==> config.mk <==
export PLATFORM = sky130hd
export DESIGN_NAME = ring_sequence_monitor
export DESIGN_NICKNAME = d
export VERILOG_FILES = /design/src/rtl/ring_sequence_monitor.sv
export SDC_FILE = /design/constraint.sdc
export NUM_CORES = 1
export LEC_CHECK = 0
export ABC_AREA = 0
export BUFFER_PORTS_ARGS = -buffer_cell sky130_fd_sc_hd__buf_2
export CAP_MARGIN = 20
export CORE_MARGIN = 5
export CORE_UTILIZATION = 49
export DETAILED_ROUTE_END_ITERATION = 7
export GPL_ROUTABILITY_DRIVEN = 1
export MAX_ROUTING_LAYER = met4
export PLACE_DENSITY = 0.68
export SLEW_MARGIN = 15
export SYNTH_ARGS = -nofsm -noshare
export SYNTH_HDL_FRONTEND = slang
export SYNTH_SLANG_ARGS = --single-unit
==> constraint.sdc <==
create_clock -name clk -period 2.43 [get_ports clk]
set_input_delay 0.486 -clock clk [delete_from_list [all_inputs] [get_ports clk]]
set_output_delay 0.486 -clock clk [all_outputs]
set_load 0.005 [all_outputs]
==> src/rtl/ring_sequence_monitor.sv <==
// Monitors a right-shifting one-hot ring counter: encodes its phase, counts
// revolutions and latches the first sequencing fault until cleared.
module ring_sequence_monitor #(
    parameter int N  = 8,
    parameter int PW = $clog2(N),
    parameter int CW = 8
) (
    input  logic          clk,
    input  logic          rstn,
    input  logic [N-1:0]  ring,
    input  logic          en,
    input  logic          clr,
    output logic [PW-1:0] phase,
    output logic          valid,
    output logic          wrap,
    output logic          resync,
    output logic [CW-1:0] rev_count,
    output logic          err,
    output logic [1:0]    err_code
);

    localparam logic [1:0] S_SYNC  = 2'd0;
    localparam logic [1:0] S_TRACK = 2'd1;
    localparam logic [1:0] S_FAULT = 2'd2;

    localparam logic [N-1:0] TOP = {1'b1, {(N-1){1'b0}}};
    localparam logic [N-1:0] ONE = {{(N-1){1'b0}}, 1'b1};

    localparam logic [1:0] E_NONE   = 2'b00;
    localparam logic [1:0] E_ONEHOT = 2'b01;
    localparam logic [1:0] E_STEP   = 2'b10;

    logic [1:0]    state, state_d;
    logic [N-1:0]  prev, prev_d;
    logic [N-1:0]  exp_ring;
    logic          onehot;
    logic [PW-1:0] enc;

    logic [PW-1:0] phase_d;
    logic [CW-1:0] rev_d;
    logic          err_d, wrap_d, resync_d;
    logic [1:0]    code_d;

    assign exp_ring = (prev == ONE) ? TOP : (prev >> 1);
    assign onehot   = (ring != '0) && ((ring & (ring - ONE)) == '0);

    // MSB maps to phase 0, LSB to phase N-1
    always_comb begin
        enc = '0;
        for (int i = 0; i < N; i++)
            if (ring[i]) enc = PW'(N - 1 - i);
    end

    always_comb begin
        state_d  = state;
        prev_d   = prev;
        phase_d  = phase;
        rev_d    = rev_count;
        err_d    = err;
        code_d   = err_code;
        wrap_d   = 1'b0;
        resync_d = 1'b0;
        case (state)
            S_SYNC: begin
                if (clr) rev_d = '0;
                if (ring == TOP) begin
                    state_d = S_TRACK;
                    phase_d = '0;
                    prev_d  = ring;
                end
            end
            S_TRACK: begin
                // clr zeroes the count first, so a coincident wrap lands on 1
                if (clr) rev_d = '0;
                if (ring == exp_ring) begin
                    phase_d = enc;
                    prev_d  = ring;
                    if (prev == ONE) begin
                        wrap_d = 1'b1;
                        rev_d  = rev_d + CW'(1);
                    end
                end else if (ring == TOP) begin
                    // upstream restarted mid-revolution: follow it, not a fault
                    phase_d  = '0;
                    prev_d   = ring;
                    resync_d = 1'b1;
                end else begin
                    state_d = S_FAULT;
                    if (!err) begin
                        err_d  = 1'b1;
                        code_d = onehot ? E_STEP : E_ONEHOT;
                    end
                end
            end
            S_FAULT: begin
                if (clr) begin
                    state_d = S_SYNC;
                    err_d   = 1'b0;
                    code_d  = E_NONE;
                    rev_d   = '0;
                end
            end
            default: state_d = S_SYNC;
        endcase
    end

    always_ff @(posedge clk or negedge rstn) begin
        if (!rstn) begin
            state     <= S_SYNC;
            prev      <= '0;
            phase     <= '0;
            valid     <= 1'b0;
            wrap      <= 1'b0;
            resync    <= 1'b0;
            rev_count <= '0;
            err       <= 1'b0;
            err_code  <= E_NONE;
        end else if (en) begin
            state     <= state_d;
            prev      <= prev_d;
            phase     <= phase_d;
            valid     <= (state_d == S_TRACK);
            wrap      <= wrap_d;
            resync    <= resync_d;
            rev_count <= rev_d;
            err       <= err_d;
            err_code  <= code_d;
        end else begin
            wrap      <= 1'b0;
            resync    <= 1'b0;
        end
    end

endmodule

* Yosys cells after proc, flatten, opt, wreduce, memory -nomap -nowiden *
Index checks and enable logic that the tools add are counted.

storage, ports and cells
  register bits after elaboration = 27
  input bits = 12
  word-level logic and storage cells = 77

cells by class
  add/sub/neg operators = 2
  equality and inequality tests = 10
  mux-type cells = 43
  bitwise gates (word level) = 1
  reductions and logical operators = 12

operators with widths
  operator                                          count
  two-way mux 8 bit                                 7
  case mux 8 bit (2 select lines)                   2
  two-way mux 3 bit                                 10
  two-way mux 2 bit                                 9
  two-way mux 1 bit                                 11
  adder 8 x 1 -> 8 bit, second input constant       1
  bitwise AND 8 bit                                 1
  == test 8 x 1 -> 1 bit, second input constant     1
  == test 8 bit                                     1
  == test 8 bit, second input constant              1
  zero test 8 bit                                   1
  != test 2 bit, second input constant              4
  nonzero test 8 bit                                1
  subtractor 8 x 1 -> 8 bit, second input constant  1
  case mux 2 bit (3 select lines)                   1
  case mux 3 bit (2 select lines)                   1
  AND reduction 6 bit                               1
  nonzero test 2 bit                                3
  AND reduction 5 bit                               1
  == test 2 x 1 -> 1 bit, second input constant     2
  case mux 2 bit (2 select lines)                   1
  AND reduction 2 bit                               2
  == test 2 bit, second input constant              1
  zero test 2 bit                                   1
  other kinds (3)                                   3

* Depth between registers and ports, before layout *
Gate-level depths: netlist of run 1.

  depth in word-level cells = 10
  mapped depth = 7

* Worst setup path after synthesis of run 1 *
No wires, ideal clock.

  kind = input-to-reg
  start point = in ring[5]
  end point = reg phase[2]
  setup time = 0.121 ns
  arrival = 2.024 ns
  data required time = 2.309 ns
  slack = 0.285 ns
  cell stages on the path = 6
  cells stage by stage = clkbuf_1 > xnor2_1 > nand4_2 > a2111oi_4 > mux2_2 > a22o_1

between the ends
  word-level cells in the longest chain between the ends = 5

ends and longest elaborated chain
  element                              RTL line  text
  from (decl)                          10        input logic [N-1:0] ring,
  two-way mux 3 bit (3 in series)      51        if (ring[i]) enc = PW'(N - 1 - i);
  two-way mux 3 bit                    75        if (ring == exp_ring) begin
  case mux 3 bit (2 select lines) (*)  63        case (state)
  to (signal assigned)                 121       phase <= phase_d;
  to (decl)                            13        output logic [PW-1:0] phase,

Mark *: on every way between the ends. The rest lies on a longest branch, timed or not.
A chain may end at the register's enable or synchronous reset.

* Worst setup path in the final report of run 1 *
  start point = reg prev[5]
  end point = reg phase[2]

between the ends
  word-level cells in the longest chain between the ends = 5

ends and longest elaborated chain
  element                              RTL line  text
  from (decl)                          34        logic [N-1:0] prev, prev_d;
  from (signal assigned)               120       prev <= prev_d;
  == test 8 x 1 -> 1 bit               44        assign exp_ring = (prev == ONE) ? TOP : (prev >> 1);
  two-way mux 8 bit (*)                44
  == test 8 bit (*)                    75
  two-way mux 3 bit (*)                75
  case mux 3 bit (2 select lines) (*)  63

Marks and branches as above.

==> run metrics, run 1 <==
Max Cap Viol 0; total grt overflow 0; final setup vio count 0; Syn Nets 175; total power 774.7 µW; H-tree level count 1; clock transition at the registers of the reported paths 0.15 ns; nets 203; vias per cell 5.928; routed length per instance 16.00 µm; ys async rst share 1.000; Root Driver clkbuf_4; IO Pins 29; Synth top area share 0.4122; status complete, no violations; Tmin final 2.210 ns; DIE AREA 4602 µm²; largest net degree at the start of global routing 28; CP Capture Type flop; slowest cell delay on critical path 0.48 ns; CTS tree done; Critical Path Start Type flop; Post-Syn Area 1639 µm²; worst endpoint required time 2.67 ns; ANT cells 0; uppermost routed layer met4; latest clock arrival within the worst-skew pair 0.33 ns; # hold bufs at CTS 0; WL final 3.760 mm; clock skew 0.01068 ns; Pre-antenna DRT Iters 4; layout cells sized above 1 0.2434; PostCTS Resize Cnt 0; Placer Congestion 0.8410; Syn Inst Count 162; Leakage 0.8100 nW; Layout area overhead 12.06%; overall routing resource usage 0.1876; metal3 WL 211 µm; Die H 67.84 µm; Pwr Density 421.8 nW/µm²; Site Rows 21; hold crit path type in2async; WP data arrival 2.45 ns; maximum vdd drop 0.3198 mV; met1 wire length 1.658 mm; EDFF count, synth 0; top cells by area, synth dfrtp_1 (41%), a22o_1 (5.3%), xnor2_1 (3.7%); sequential-to-total area share from yosys stat 0.4122; Sum Neg Setup Slack 0 ns; Slowest-stage cell, CP a2111oi_4; Detail Placement HPWL 2.812 mm; dominant cell type by area after synthesis dfrtp_1; Distinct cells, synth 52; CP cell instances nor4b_4, nand3_4, a2111oi_4, mux2_2, a22o_1; Syn Area/Cell 10.12 µm²; max_slew headroom 0.5995; post-CTS setup buffers 0; vias 1,393; die width 67.84 µm; initial antenna violation count 0; yosys warns 0; CTS sink cnt 27; number of global-route vias before repair 1,334; Starting Density 0.4990; flops & latches, synth 27; first-pass GRT wire length 6.354 mm; drt drc 0; RSZ-0062 raised after global routing no; Slew @ Worst Pin 0.6007 ns; Final Cycle Share 0.9095; fin. max-slew vios 0; Worst Path Class, Setup reg2reg; initial drt markers 116; CTS buffer count 3; WL met2 1.849 mm; Antenna Nets Post-Route 0; Max Root-Sink Buffers 2; Hold Violations, Final 0; crit path max fanout 3; top_reg_cell synth dfrtp_1; final core occ 0.5592; Max Clk Rate 452.5 MHz; Core Footprint 3284 µm²; IO Port Bufs 28
## routing by layer
| layer | vias up | GRT usage |
|---|---|---|
| li1 | 662 | - |
| met1 | 676 | 0.2466 |
| met2 | 50 | 0.2977 |
| met3 | 5 | 0.03448 |
| met4 | 0 | 0.05211 |
| met5 | - | - |
## cell usage in the layout (no fill, tap or decap), types with 2 or more instances in the layout
master,Yosys,layout
nor4_4,2,2
xor2_1,3,3
a2111oi_4,2,2
and3_1,3,3
nand2_1,14,14
o21ai_0,5,5
nor3_1,8,8
a21oi_1,4,4
and2_1,2,2
clkbuf_4,0,3
o311ai_0,2,2
nand3_1,5,5
dfrtp_1,27,27
nor4_1,2,2
a22o_1,10,10
inv_1,8,8
o21ai_1,3,3
xnor2_1,7,7
buf_2,3,28
nor2_1,8,8
buf_4,0,3
o31ai_1,2,2
nand4_1,5,5
nor2b_1,4,4
## synth_stat cells, drive strengths merged, types with 2 or more instances
master	instances
dfrtp	27
nand2	14
nand3	7
xor2	3
o311ai	2
nor2	8
and3	3
xnor2	7
a2111oi	2
nor4	5
inv	8
a21o	2
o21ai	9
o31ai	2
and2	2
nand4	6
a21oi	4
a21boi	2
buf	5
nor3	8
nor2b	4
clkbuf	3
a22o	10
## power by group
| part | leakage, nW | switching (mW) | internal, mW |
|---|---|---|---|
| sequential | 0.363 | 0.0105 | 0.461 |
| combinational | 0.432 | 0.0655 | 0.0391 |
| clock | 0.0150 | 0.134 | 0.0644 |
| total | 0.810 | 0.210 | 0.565 |
## flip-flops by register name, indices dropped and copies added (netlist names)
name,count
resync,1
rev_count,8
prev,8
wrap,1
err,1
phase,3
state,2
err_code,2
valid,1
## worst paths after layout
path | from | slack, ns | endpoint | cells after the start
worst min register to register | phase[1]$_DFFE_PN0P_ | 0.50 | phase[1]$_DFFE_PN0P_ | 1
worst max-delay path | prev[5]$_DFFE_PN0P_ | 0.22 | phase[2]$_DFFE_PN0P_ | 5
min in group clk | en | 0.39 | state[0]$_DFFE_PN0P_ | 2
worst max register to register | prev[5]$_DFFE_PN0P_ | 0.22 | phase[2]$_DFFE_PN0P_ | 5
worst min-delay path | rstn | 0.13 | resync$_DFF_PN0_ | 1
max in group asynchronous | rstn | 1.90 | valid$_DFFE_PN0P_ | 1
## critical path: cells and delay by family (launching register included)
| family | cells | cell delay [ns] |
|---|---|---|
| AOI/OAI and AO/OA | 2 | 0.71 |
| DFF | 1 | 0.46 |
| muxes | 1 | 0.38 |
| and+or+nand+nor | 2 | 0.59 |
## kinds of logic (layout without fill, tap and decap cells)
| group | after synthesis | in the layout | synth area share |
|---|---|---|---|
| XOR/XNOR | 10 | 10 | 0.05344 |
| AO/OA/AOI/OAI | 45 | 45 | 0.2298 |
| flip-flops | 27 | 27 | 0.4122 |
| buffers and inverters | 16 | 43 | 0.04809 |
| multiplexers | 1 | 1 | 0.006870 |
| adder cells (fa/ha/maj) | 1 | 1 | 0.007632 |
| AND/OR/NAND/NOR | 62 | 62 | 0.2420 |
## stage by stage
stage / worst slack [ns] / hold WS [ns] / area [µm²] / cells
detailed placement: 0.1727 / 0.4687 / 1810 / 231
CTS: 0.2275 / 0.1494 / 1837 / 235
global route: 0.1325 / 0.1708 / 1837 / 235
floorplan: 0.2853 / 0.1904 / 1639 / 162
global placement: 0.2115 / 0.4714 / 1810 / 231
finish: 0.2200 / 0.1332 / 1837 / 235
## cell type report
cell class,count,area [µm²]
sequential,27,675.6
fill,279,1448
inverter,8,30.03
timing repair buffer,31,162.7
tap,46,57.56
clock buffer,4,26.28
multi-input combinational,119,884.6
Power figures use the tool's default switching activity.
==> inputs of run 2 (changes only) <==
- BUFFER_PORTS_ARGS: -buffer_cell sky130_fd_sc_hd__buf_2 -> unset
- DONT_BUFFER_PORTS: unset -> 1
- HOLD_SLACK_MARGIN: unset -> 0.08
- PLACE_DENSITY: 0.68 -> 0.61
==> run metrics, run 2 (synthesis results as in run 1) <==
RSZ-0062 raised after global routing no; DIE AREA 4602 µm² (unchanged); Root Driver clkbuf_4; drt drc 0 (unchanged); die width 67.84 µm (unchanged); first-pass GRT wire length 6.147 mm (-3.3%); sequential share of power 0.646 (+0.037); fin. max-slew vios 0 (unchanged); worst endpoint required time 2.66 ns (about the same); largest net degree at the start of global routing 28 (unchanged); WP data arrival 2.37 ns (-0.08 ns); combinational share of power 0.093 (-0.042); hold crit path type in2reg; initial drt markers 71 (-39%); clock skew 0.01076 ns (+0.00007890 ns); Layout area overhead 4.886%; clock share of power 0.261 (+0.005); number of global-route vias before repair 1,292 (-3.1%); IO Pins 29 (unchanged); Internal 554.8 µW (-1.8%); Worst Path Class, Setup reg2reg; final instance area 1719 µm² (-6.4%); Sw Share 0.2462 (-0.02490); total grt overflow 0 (unchanged); Max Cap Viol 0 (unchanged); Starting Density 0.4990 (unchanged); FILL cells 299 (+7.2%); overall routing resource usage 0.1826 (-0.005024); WHS 0.2260 ns (+0.09279 ns); crit path max fanout 3 (unchanged); Slew @ Worst Pin 0.5838 ns (-0.01691 ns); worst reg2reg path startpoint prev[6]$_DFFE_PN0P_; slowest cell delay on critical path 0.46 ns (-0.02 ns); CTS sink cnt 27 (unchanged); Tmin final 2.141 ns (-0.06863 ns); Crit Reg-Reg Endpoint phase[2]$_DFFE_PN0P_; hold depth 1; vias per cell 6.202 (+4.6%); switching power 181.2 µW (-14%); Max Clk Rate 467.0 MHz (+3.2%); Antenna Nets Post-Route 0 (unchanged); Sum Neg Setup Slack 0 ns (unchanged); final setup vio count 0 (unchanged); CP cell instances nor4_4, nand3_4, a2111oi_4, mux2_2, a22o_1; Pre-antenna DRT Iters 4 (unchanged); routed length per instance 17.69 µm (+11%); maximum vdd drop 0.1847 mV (-42%); FF-to-FF setup slack 0.29 ns (+0.07 ns); H-tree level count 1 (unchanged); CP Capture Type flop; Pwr Density 428.1 nW/µm² (+1.5%); Leakage 0.6866 nW (-15%); layout cells sized above 1 0.1111 (-0.1323); HP Start en; clock transition at the registers of the reported paths 0.15 ns (about the same); WL final 3.680 mm (-2.1%); Critical Path Start Type flop; Site Rows 21 (unchanged); Slowest-stage cell, CP dfrtp_1; IO Port Bufs 0 (-100%); most common cell after layout, fill and taps aside dfrtp_1; initial antenna violation count 0 (unchanged); ANT cells 0 (unchanged); nets 176 (-13%); most frequent cells in the layout dfrtp_1 (27), nand2_1 (14), a22o_1 (10); Hold EP state[0]$_DFFE_PN0P_; Final Cycle Share 0.8812 (-0.02824); Max Root-Sink Buffers 2 (unchanged); Placement Cell Area 1663 µm² (-8.2%); total power 735.9 µW (-5.0%); Core Footprint 3284 µm² (unchanged); CTS buffer count 3 (unchanged); Hold Violations, Final 0 (unchanged); status complete, no violations; Placer Congestion 0.8480 (+0.83%); Die H 67.84 µm (unchanged); latest clock arrival within the worst-skew pair 0.32 ns (about the same); Reg2Reg Depth 5 (unchanged); final core occ 0.5234 (-0.03581); Top Registers prev x8, rev_count x8, phase x3; CTS tree done; max_slew headroom 0.6072 (+0.007682); Detail Placement HPWL 2.728 mm (-3.0%); vias 1,290 (-7.4%)
## run 2: what timing repair did
action,CTS,global route
setup endpoints to repair,0,0
hold endpoints to repair,27,0
hold buffers,2,0
resized for setup,0,0
setup buffers,0,0
## run 2: area by class of cell
type                    count  area [µm²]  area share
clock buffers               4       26.28     0.01528
inverters                   8       30.03     0.01747
multi-input cells         119       884.6      0.5146
flip-flops and latches     27       675.6      0.3930
well taps                  46       57.56     0.03348
repair buffers              4       45.04     0.02620
## run 2: per-layer routing
metal,track usage,vias up,part of all wire,wire (µm)
met4,0.04715,0,0.0084,31
met3,0.04598,4,0.064,234
li1,-,606,-,-
met2,0.2940,33,0.49,1787
met1,0.2303,647,0.44,1627
met5,-,-,0,0
## run 2: worst max path at each step
stage	from	endpoint
after floorplan	ring[5]	phase[2]$_DFFE_PN0P_
final	prev[6]$_DFFE_PN0P_	phase[2]$_DFFE_PN0P_
after global placement	prev[6]$_DFFE_PN0P_	phase[2]$_DFFE_PN0P_
after CTS	prev[6]$_DFFE_PN0P_	phase[2]$_DFFE_PN0P_
after global routing	prev[6]$_DFFE_PN0P_	phase[2]$_DFFE_PN0P_
after detailed placement	prev[6]$_DFFE_PN0P_	phase[2]$_DFFE_PN0P_
## run 2: power by group through the flow
stage	logic, mW	clock network, mW	registers, mW
after floorplan	0.0604	0	0.480
after global placement	0.0529	0	0.483
after detailed placement	0.0546	0	0.485
after CTS	0.0696	0.203	0.476
after global routing	0.0770	0.215	0.479
final	0.0685	0.192	0.475
## run 2: critical path: cells and delay by family (launching register included)
family	cells	cell delay (ns)
muxes	1	0.38
DFF	1	0.46
and+or+nand+nor	2	0.55
AOI/OAI and AO/OA	2	0.67
## run 2: stage by stage
step | setup slack [ns] | std cells
final | 0.2886 | 208
after global routing | 0.1881 | 208
after CTS | 0.2736 | 208
after detailed placement | 0.2827 | 202
after global placement | 0.3561 | 202
after floorplan | 0.2853 | 162
